[config.mk]
export PLATFORM = sky130hd
export DESIGN_NAME = fetch_unit_flat
export DESIGN_NICKNAME = d
export VERILOG_FILES = /design/src/rtl/sisc_pkg.sv /design/src/rtl/fetch_unit_if.sv /design/src/rtl/fetch_unit_br_target.sv /design/src/rtl/fetch_unit.sv /design/src/flat_wrapper.sv
export SDC_FILE = /design/constraint.sdc
export NUM_CORES = 1
export LEC_CHECK = 0
export ABC_AREA = 1
export BUFFER_PORTS_ARGS = -buffer_cell sky130_fd_sc_hd__buf_2
export CAP_MARGIN = 40
export CORE_MARGIN = 2
export CORE_UTILIZATION = 53
export CTS_CLUSTER_SIZE = 30
export DETAILED_ROUTE_END_ITERATION = 7
export PLACE_DENSITY = 0.91
export SLEW_MARGIN = 30
export SYNTH_ARGS = -nofsm -noshare
export SYNTH_HDL_FRONTEND = slang
export SYNTH_HIERARCHICAL = 1
export SYNTH_SLANG_ARGS = --single-unit
[constraint.sdc]
create_clock -name clk -period 3.07 [get_ports clk]
set_clock_uncertainty 0.2 [all_clocks]
set_input_delay 0.1535 -clock clk [delete_from_list [all_inputs] [get_ports clk]]
set_output_delay 0.1535 -clock clk [all_outputs]
set_load 0.02 [all_outputs]
[src/rtl/sisc_pkg.sv]
// Shared SISC definitions: instruction opcodes, instruction field positions
// and the fetch-stage state encoding.
package sisc_pkg;

   localparam logic [3:0] NOOP   = 4'd0;
   localparam logic [3:0] LOD    = 4'd1;
   localparam logic [3:0] STR    = 4'd2;
   localparam logic [3:0] SWP    = 4'd3;
   localparam logic [3:0] BRA    = 4'd4;
   localparam logic [3:0] BRR    = 4'd5;
   localparam logic [3:0] BNE    = 4'd6;
   localparam logic [3:0] BNR    = 4'd7;
   localparam logic [3:0] ALU_OP = 4'd8;
   localparam logic [3:0] HLT    = 4'd15;

   localparam int OPC_HI = 31;
   localparam int OPC_LO = 28;
   localparam int MM_HI  = 27;
   localparam int MM_LO  = 24;
   localparam int IMM_HI = 15;
   localparam int IMM_LO = 0;
   localparam int IMM_W  = IMM_HI - IMM_LO + 1;

   typedef enum logic [1:0] {
      IDLE = 2'd0,
      BUSY = 2'd1,
      HALT = 2'd2
   } fetch_state_e;

endpackage

[src/rtl/fetch_unit_if.sv]
// Instruction-memory request/acknowledge bus between the fetch stage (master)
// and instruction memory (slave).
interface fetch_unit_if #(
   parameter int PC_W    = 16,
   parameter int INSTR_W = 32
);
   logic               imem_req;
   logic [PC_W-1:0]    imem_addr;
   logic [INSTR_W-1:0] imem_rdata;
   logic               imem_ack;

   modport master (
      output imem_req,
      output imem_addr,
      input  imem_rdata,
      input  imem_ack
   );

   modport slave (
      input  imem_req,
      input  imem_addr,
      output imem_rdata,
      output imem_ack
   );
endinterface

[src/rtl/fetch_unit_br_target.sv]
// Branch resolver: decides whether the instruction in IR takes its branch
// and computes the resulting program counter.
module br_target
   import sisc_pkg::*;
#(
   parameter int PC_W = 16
) (
   input  logic [3:0]       opcode,
   input  logic [3:0]       mm,
   input  logic [3:0]       stat,
   input  logic [IMM_W-1:0] imm,
   input  logic [PC_W-1:0]  pc,
   output logic             taken,
   output logic [PC_W-1:0]  target
);

   logic                   cond;
   logic signed [IMM_W-1:0] imm_s;
   logic signed [PC_W-1:0]  off;
   logic [PC_W-1:0]         abs_tgt;
   logic [PC_W-1:0]         rel_tgt;

   // Relative targets wrap modulo 2^PC_W; negative offsets come from sign extension.
   assign cond    = |(stat & mm);
   assign imm_s   = imm;
   assign off     = PC_W'(imm_s);
   assign abs_tgt = PC_W'(imm);
   assign rel_tgt = pc + $unsigned(off);

   always_comb begin
      taken  = 1'b0;
      target = pc;
      case (opcode)
         BRA: begin taken = cond;  target = abs_tgt; end
         BRR: begin taken = cond;  target = rel_tgt; end
         BNE: begin taken = !cond; target = abs_tgt; end
         BNR: begin taken = !cond; target = rel_tgt; end
         default: begin taken = 1'b0; target = pc; end
      endcase
   end

endmodule

[src/rtl/fetch_unit.sv]
// SISC instruction-fetch stage: PC/IR registers, instruction-memory handshake,
// branch resolution on pc_write and sticky halt on HLT.
module fetch_unit
   import sisc_pkg::*;
#(
   parameter int PC_W    = 16,
   parameter int INSTR_W = 32
) (
   input  logic               clk,
   input  logic               rst_f,
   input  logic               fetch_req,
   input  logic               pc_write,
   input  logic [3:0]         stat,
   fetch_unit_if.master       imem,
   output logic [INSTR_W-1:0] ir,
   output logic [3:0]         opcode,
   output logic [3:0]         mm,
   output logic [PC_W-1:0]    pc,
   output logic               fetch_done,
   output logic               halted,
   output logic               seq_err
);

   fetch_state_e       state_q, state_d;
   logic [PC_W-1:0]    pc_d;
   logic [INSTR_W-1:0] ir_d;
   logic               req_q, req_d;
   logic [PC_W-1:0]    addr_q, addr_d;
   logic               done_d;
   logic               seq_d;
   logic               br_taken;
   logic [PC_W-1:0]    br_pc;

   assign opcode         = ir[OPC_HI:OPC_LO];
   assign mm             = ir[MM_HI:MM_LO];
   assign halted         = (state_q == HALT);
   assign imem.imem_req  = req_q;
   assign imem.imem_addr = addr_q;

   br_target #(.PC_W(PC_W)) u_br_target (
      .opcode (opcode),
      .mm     (mm),
      .stat   (stat),
      .imm    (ir[IMM_HI:IMM_LO]),
      .pc     (pc),
      .taken  (br_taken),
      .target (br_pc)
   );

   always_comb begin
      state_d = state_q;
      pc_d    = pc;
      ir_d    = ir;
      req_d   = req_q;
      addr_d  = addr_q;
      done_d  = 1'b0;
      seq_d   = seq_err;
      case (state_q)
         IDLE: begin
            // Branch resolution wins; a held fetch_req is picked up next cycle.
            if (pc_write) begin
               if (br_taken) pc_d = br_pc;
            end else if (fetch_req) begin
               req_d   = 1'b1;
               addr_d  = pc;
               state_d = BUSY;
            end
         end
         BUSY: begin
            if (pc_write) seq_d = 1'b1;
            if (imem.imem_ack) begin
               ir_d    = imem.imem_rdata;
               pc_d    = pc + PC_W'(1);
               req_d   = 1'b0;
               done_d  = 1'b1;
               state_d = (imem.imem_rdata[OPC_HI:OPC_LO] == HLT) ? HALT : IDLE;
            end
         end
         HALT: begin
            req_d = 1'b0;
         end
         default: begin
            state_d = IDLE;
            req_d   = 1'b0;
         end
      endcase
   end

   always_ff @(posedge clk) begin
      if (rst_f) begin
         state_q    <= IDLE;
         pc         <= '0;
         ir         <= '0;
         req_q      <= 1'b0;
         addr_q     <= '0;
         fetch_done <= 1'b0;
         seq_err    <= 1'b0;
      end else begin
         state_q    <= state_d;
         pc         <= pc_d;
         ir         <= ir_d;
         req_q      <= req_d;
         addr_q     <= addr_d;
         fetch_done <= done_d;
         seq_err    <= seq_d;
      end
   end

endmodule

[src/flat_wrapper.sv]
// flat-port wrapper written by rule: the top's interface ports become plain ports
module fetch_unit_flat import sisc_pkg::*;
#(
   parameter int PC_W    = 16,
   parameter int INSTR_W = 32
)
  (clk, rst_f, fetch_req, pc_write, stat, ir, opcode, mm, pc, fetch_done, halted, seq_err, imem_imem_req, imem_imem_addr, imem_imem_rdata, imem_imem_ack);
  fetch_unit_if #(.PC_W(PC_W), .INSTR_W(INSTR_W)) imem_i ();
  input  logic clk;
  input  logic rst_f;
  input  logic fetch_req;
  input  logic pc_write;
  input  logic [3:0] stat;
  output logic [INSTR_W-1:0] ir;
  output logic [3:0] opcode;
  output logic [3:0] mm;
  output logic [PC_W-1:0] pc;
  output logic fetch_done;
  output logic halted;
  output logic seq_err;
  output wire logic [$bits(imem_i.imem_req)-1:0] imem_imem_req;
  output wire logic [$bits(imem_i.imem_addr)-1:0] imem_imem_addr;
  input wire logic [$bits(imem_i.imem_rdata)-1:0] imem_imem_rdata;
  input wire logic [$bits(imem_i.imem_ack)-1:0] imem_imem_ack;
  assign imem_imem_req = imem_i.imem_req;
  assign imem_imem_addr = imem_i.imem_addr;
  assign imem_i.imem_rdata = imem_imem_rdata;
  assign imem_i.imem_ack = imem_imem_ack;
  fetch_unit #(.PC_W(PC_W), .INSTR_W(INSTR_W)) u_core (.clk(clk), .rst_f(rst_f), .fetch_req(fetch_req), .pc_write(pc_write), .stat(stat), .imem(imem_i), .ir(ir), .opcode(opcode), .mm(mm), .pc(pc), .fetch_done(fetch_done), .halted(halted), .seq_err(seq_err));
endmodule
==> flow_summary.toml <==
[yosys]
synth-edff-count = 0
synth_area_sq_um = 4310
async_reset_ff_frac = 0
syn_area_per_cell_sq_um = 6.30
ys_seq_area_frac = 0.320
synth_cell_types = 40
ys.flop_type = "dfxtp_1"
ys_warn_count = 6
synthCells = 685
ys_ff_latch = 69
syn_nets = 743

[min_path]
hold_path_depth = 5
min_to = "u_core/state_q[0]"
min_path_type = "input pin to register"
hold_start = "fetch_req"

[setup_path]
end_kind = "register"
critPathMaxStageDelay_ns = 0.47
critPathMaxFanout = 8
path_delay_family = "adder cells"
cp_data_required_time_ns = 3.15
start_kind = "register"
critPathBufInv = 4
crit_start = "u_core/pc[0]"
worstRegToRegCells = 15
path_cells = "ha_1 > inv_1 > fa_1 > inv_1 > nand3_1 > inv_1 > nor2_1 > or2_0 > nand3_1 > o221ai_2 > inv_2 > nand2_1 > a21oi_2 > nor2_1 > nor2_1"
rr_startpoint = "u_core/pc[0]"
r2r_end = "u_core/pc[4]"
arrival_ns = 2.56
critPathKind = "register to register"
r2r_slack_ns = 0.59
cp_slowest_cell = "dfxtp_1"

[cells_and_area]
fin_nets = 880
nFillCells = 603
area_delta_synth_final_pct = 27.0
drive_gt1_frac = 0.208
diodes = 0

[sta]
tns_ns = 0
slew_violations = 0
setup_slack_ns = 0.595
hold_violations = 0
worst_pin_slew_ns = 0.658
fmax_mhz = 404
rsz0062_at_grt = "false"
period_share = 0.806
setup_viol = 0
period_minus_slack_ns = 2.48
slew_headroom = 0.561

[drt]
firstDrtPassIters = 5
drt_iter0_markers = 471
highest_layer = "met4"
wirelength_met1_microns = 5730
routedWlPerCell_microns = 15.8
wl_met2_microns = 7130
drt_wl_total_microns = 14700
vias_per_cell = 5.68
drc = 0
num_vias = 5281
wl_met3_microns = 1390
ant_nets = 0

[global_route]
grt_start_max_net_pins = 49
overflow = 0
grt_pass1_vias = 5081
antenna_found_initial = 0
grt_pass1_wl_microns = 23000
track_usage = 0.329

[power]
powerDensity_nw_per_um2 = 393
p_leak_nw = 2.67
total_power_mw = 2.15
peakVddDrop_v = 0.000350

[clocking]
cts.sinks = 69
clk_latency_ns = 0.35
clk_pin_slew_ns = 0.08
cts_buffers = 9
cts-root-buf = "clkbuf_8"
cts_tree = "yes"
post_cts_buffers = 0
cts_resized = 0
htreeDepth = 3
clk_path_buf_depth = 2

[placed_design]
port_buffers = 116
dp_slack_ns = 0.659
place_hpwl_microns = 9590
gp_routability_congestion = 1.00

[run_status]
status = "complete, no violations"

[floorplanning]
initial_utilization = 0.552
coreArea_sq_um = 7810
die_y_microns = 94.2
rows = 32
die_w_microns = 94.2
dieArea_sq_um = 8880
io_pins = 117

[job]
drv_cap = 0
-- worst register-to-register path, stage by stage (launching register included) --
cell      delay, ns
dfxtp_1        0.47
ha_1           0.21
inv_1          0.06
fa_1           0.40
inv_1          0.11
nand3_1        0.10
inv_1          0.07
nor2_1         0.05
or2_0          0.20
nand3_1        0.08
o221ai_2       0.10
inv_2          0.05
nand2_1        0.05
a21oi_2        0.15
nor2_1         0.05
nor2_1         0.07
-- power by group --
group	leakage, nW	switching (mW)	internal (mW)
Combinational	1.99	0.171	0.109
Sequential	0.560	0.0277	0.924
Clock	0.120	0.378	0.544
-- cells in the mapped netlist (4+ instances only) --
cell | count | area [sq um]
nor2_2 | 5 | 31.3
a21oi_2 | 5 | 43.8
nor2_1 | 62 | 233
nand3_1 | 48 | 240
clkbuf_1 | 6 | 22.5
ha_1 | 16 | 200
a21oi_1 | 71 | 355
dfxtp_1 | 69 | 1380
nand4_1 | 6 | 37.5
buf_2 | 11 | 55.1
o22ai_1 | 4 | 25.0
inv_2 | 5 | 18.8
o21ai_0 | 35 | 175
buf_4 | 12 | 90.1
nand2_2 | 5 | 31.3
inv_1 | 73 | 274
nand2_1 | 221 | 830
-- per-stage QoR --
stage	cells	hold slack, ns	util	area [sq um]
final	929	0.167	0.702	5480
after detailed placement	879	0.167	0.627	4890
after CTS	929	0.126	0.702	5480
after global routing	929	0.183	0.702	5480
after floorplan	685	0.0566	-	4310
after global placement	879	0.164	0.627	4890
-- cell usage in the layout (no fill, tap or decap), types with 2 or more instances in the layout --
cell | netlist | final
nand2_1 | 221 | 221
buf_2 | 11 | 116
inv_1 | 73 | 73
a21oi_1 | 71 | 71
dfxtp_1 | 69 | 69
nor2_1 | 62 | 62
nand3_1 | 48 | 48
o21ai_0 | 35 | 35
dlygate4sd3_1 | 0 | 34
ha_1 | 16 | 16
clkbuf_8 | 0 | 9
buf_4 | 12 | 8
nand4_1 | 6 | 6
nand2_2 | 5 | 5
inv_2 | 5 | 5
nor2_2 | 5 | 5
a21oi_2 | 5 | 5
o22ai_1 | 4 | 4
bufinv_16 | 0 | 3
nand2_4 | 3 | 3
inv_6 | 0 | 2
clkinv_2 | 1 | 2
a31oi_1 | 2 | 2
nor2_4 | 2 | 2
a22oi_1 | 2 | 2
o21bai_1 | 2 | 2
nand3b_1 | 2 | 2
-- sequential cells by signal, indices dropped and copies added, names as in the netlist --
signal / cells
u_core/ir: 32
u_core/state_q: 2
u_core/pc: 16
u_core/imem.imem_req: 1
u_core/fetch_done: 1
u_core/imem.imem_addr: 16
u_core/seq_err: 1
-- repair_timing --
action | CTS | global route
hold buffers | 34 | 0
hold endpoints to repair | 36 | 0
endpoints found under the setup margin | 0 | 0
-- layer usage --
layer  track usage  vias to the layer above
li1              -                     2456
met1         0.387                     2422
met2         0.585                      348
met3        0.0618                       55
met4         0.130                        0
met5             0                        -
-- worst max-delay path by stage --
stage                     slack [ns]      endpoint  depth (start not counted)
after floorplan                 0.72  u_core/pc[4]                         15
after global placement          0.74  u_core/pc[4]                         15
after detailed placement        0.66  u_core/pc[4]                         15
after CTS                       0.63  u_core/pc[4]                         15
after global routing            0.49  u_core/pc[4]                         15
final                           0.59  u_core/pc[4]                         15
-- final cells by class --
| class | count | area [sq um] | share of cell area |
|---|---|---|---|
| sequential | 69 | 1380 | 0.252 |
| clock inverter | 7 | 120 | 0.0219 |
| tap | 102 | 128 | 0.0233 |
| clock buffer | 9 | 124 | 0.0226 |
| multi-input combinational | 504 | 2440 | 0.446 |
| inverter | 80 | 304 | 0.0555 |
| timing repair buffer | 158 | 981 | 0.179 |
-- cells by family after synthesis --
kind of cell | Yosys count | share of synthesized area
AOI/OAI and AO/OA | 126 | 0.161
xor gates and xnor gates | 1 | 0.00203
adders and majority gates | 17 | 0.0511
buffers and inverters | 112 | 0.114
DFF | 69 | 0.320
and+or+nand+nor | 360 | 0.352
Note: power is estimated with default switching activity, not from simulation.
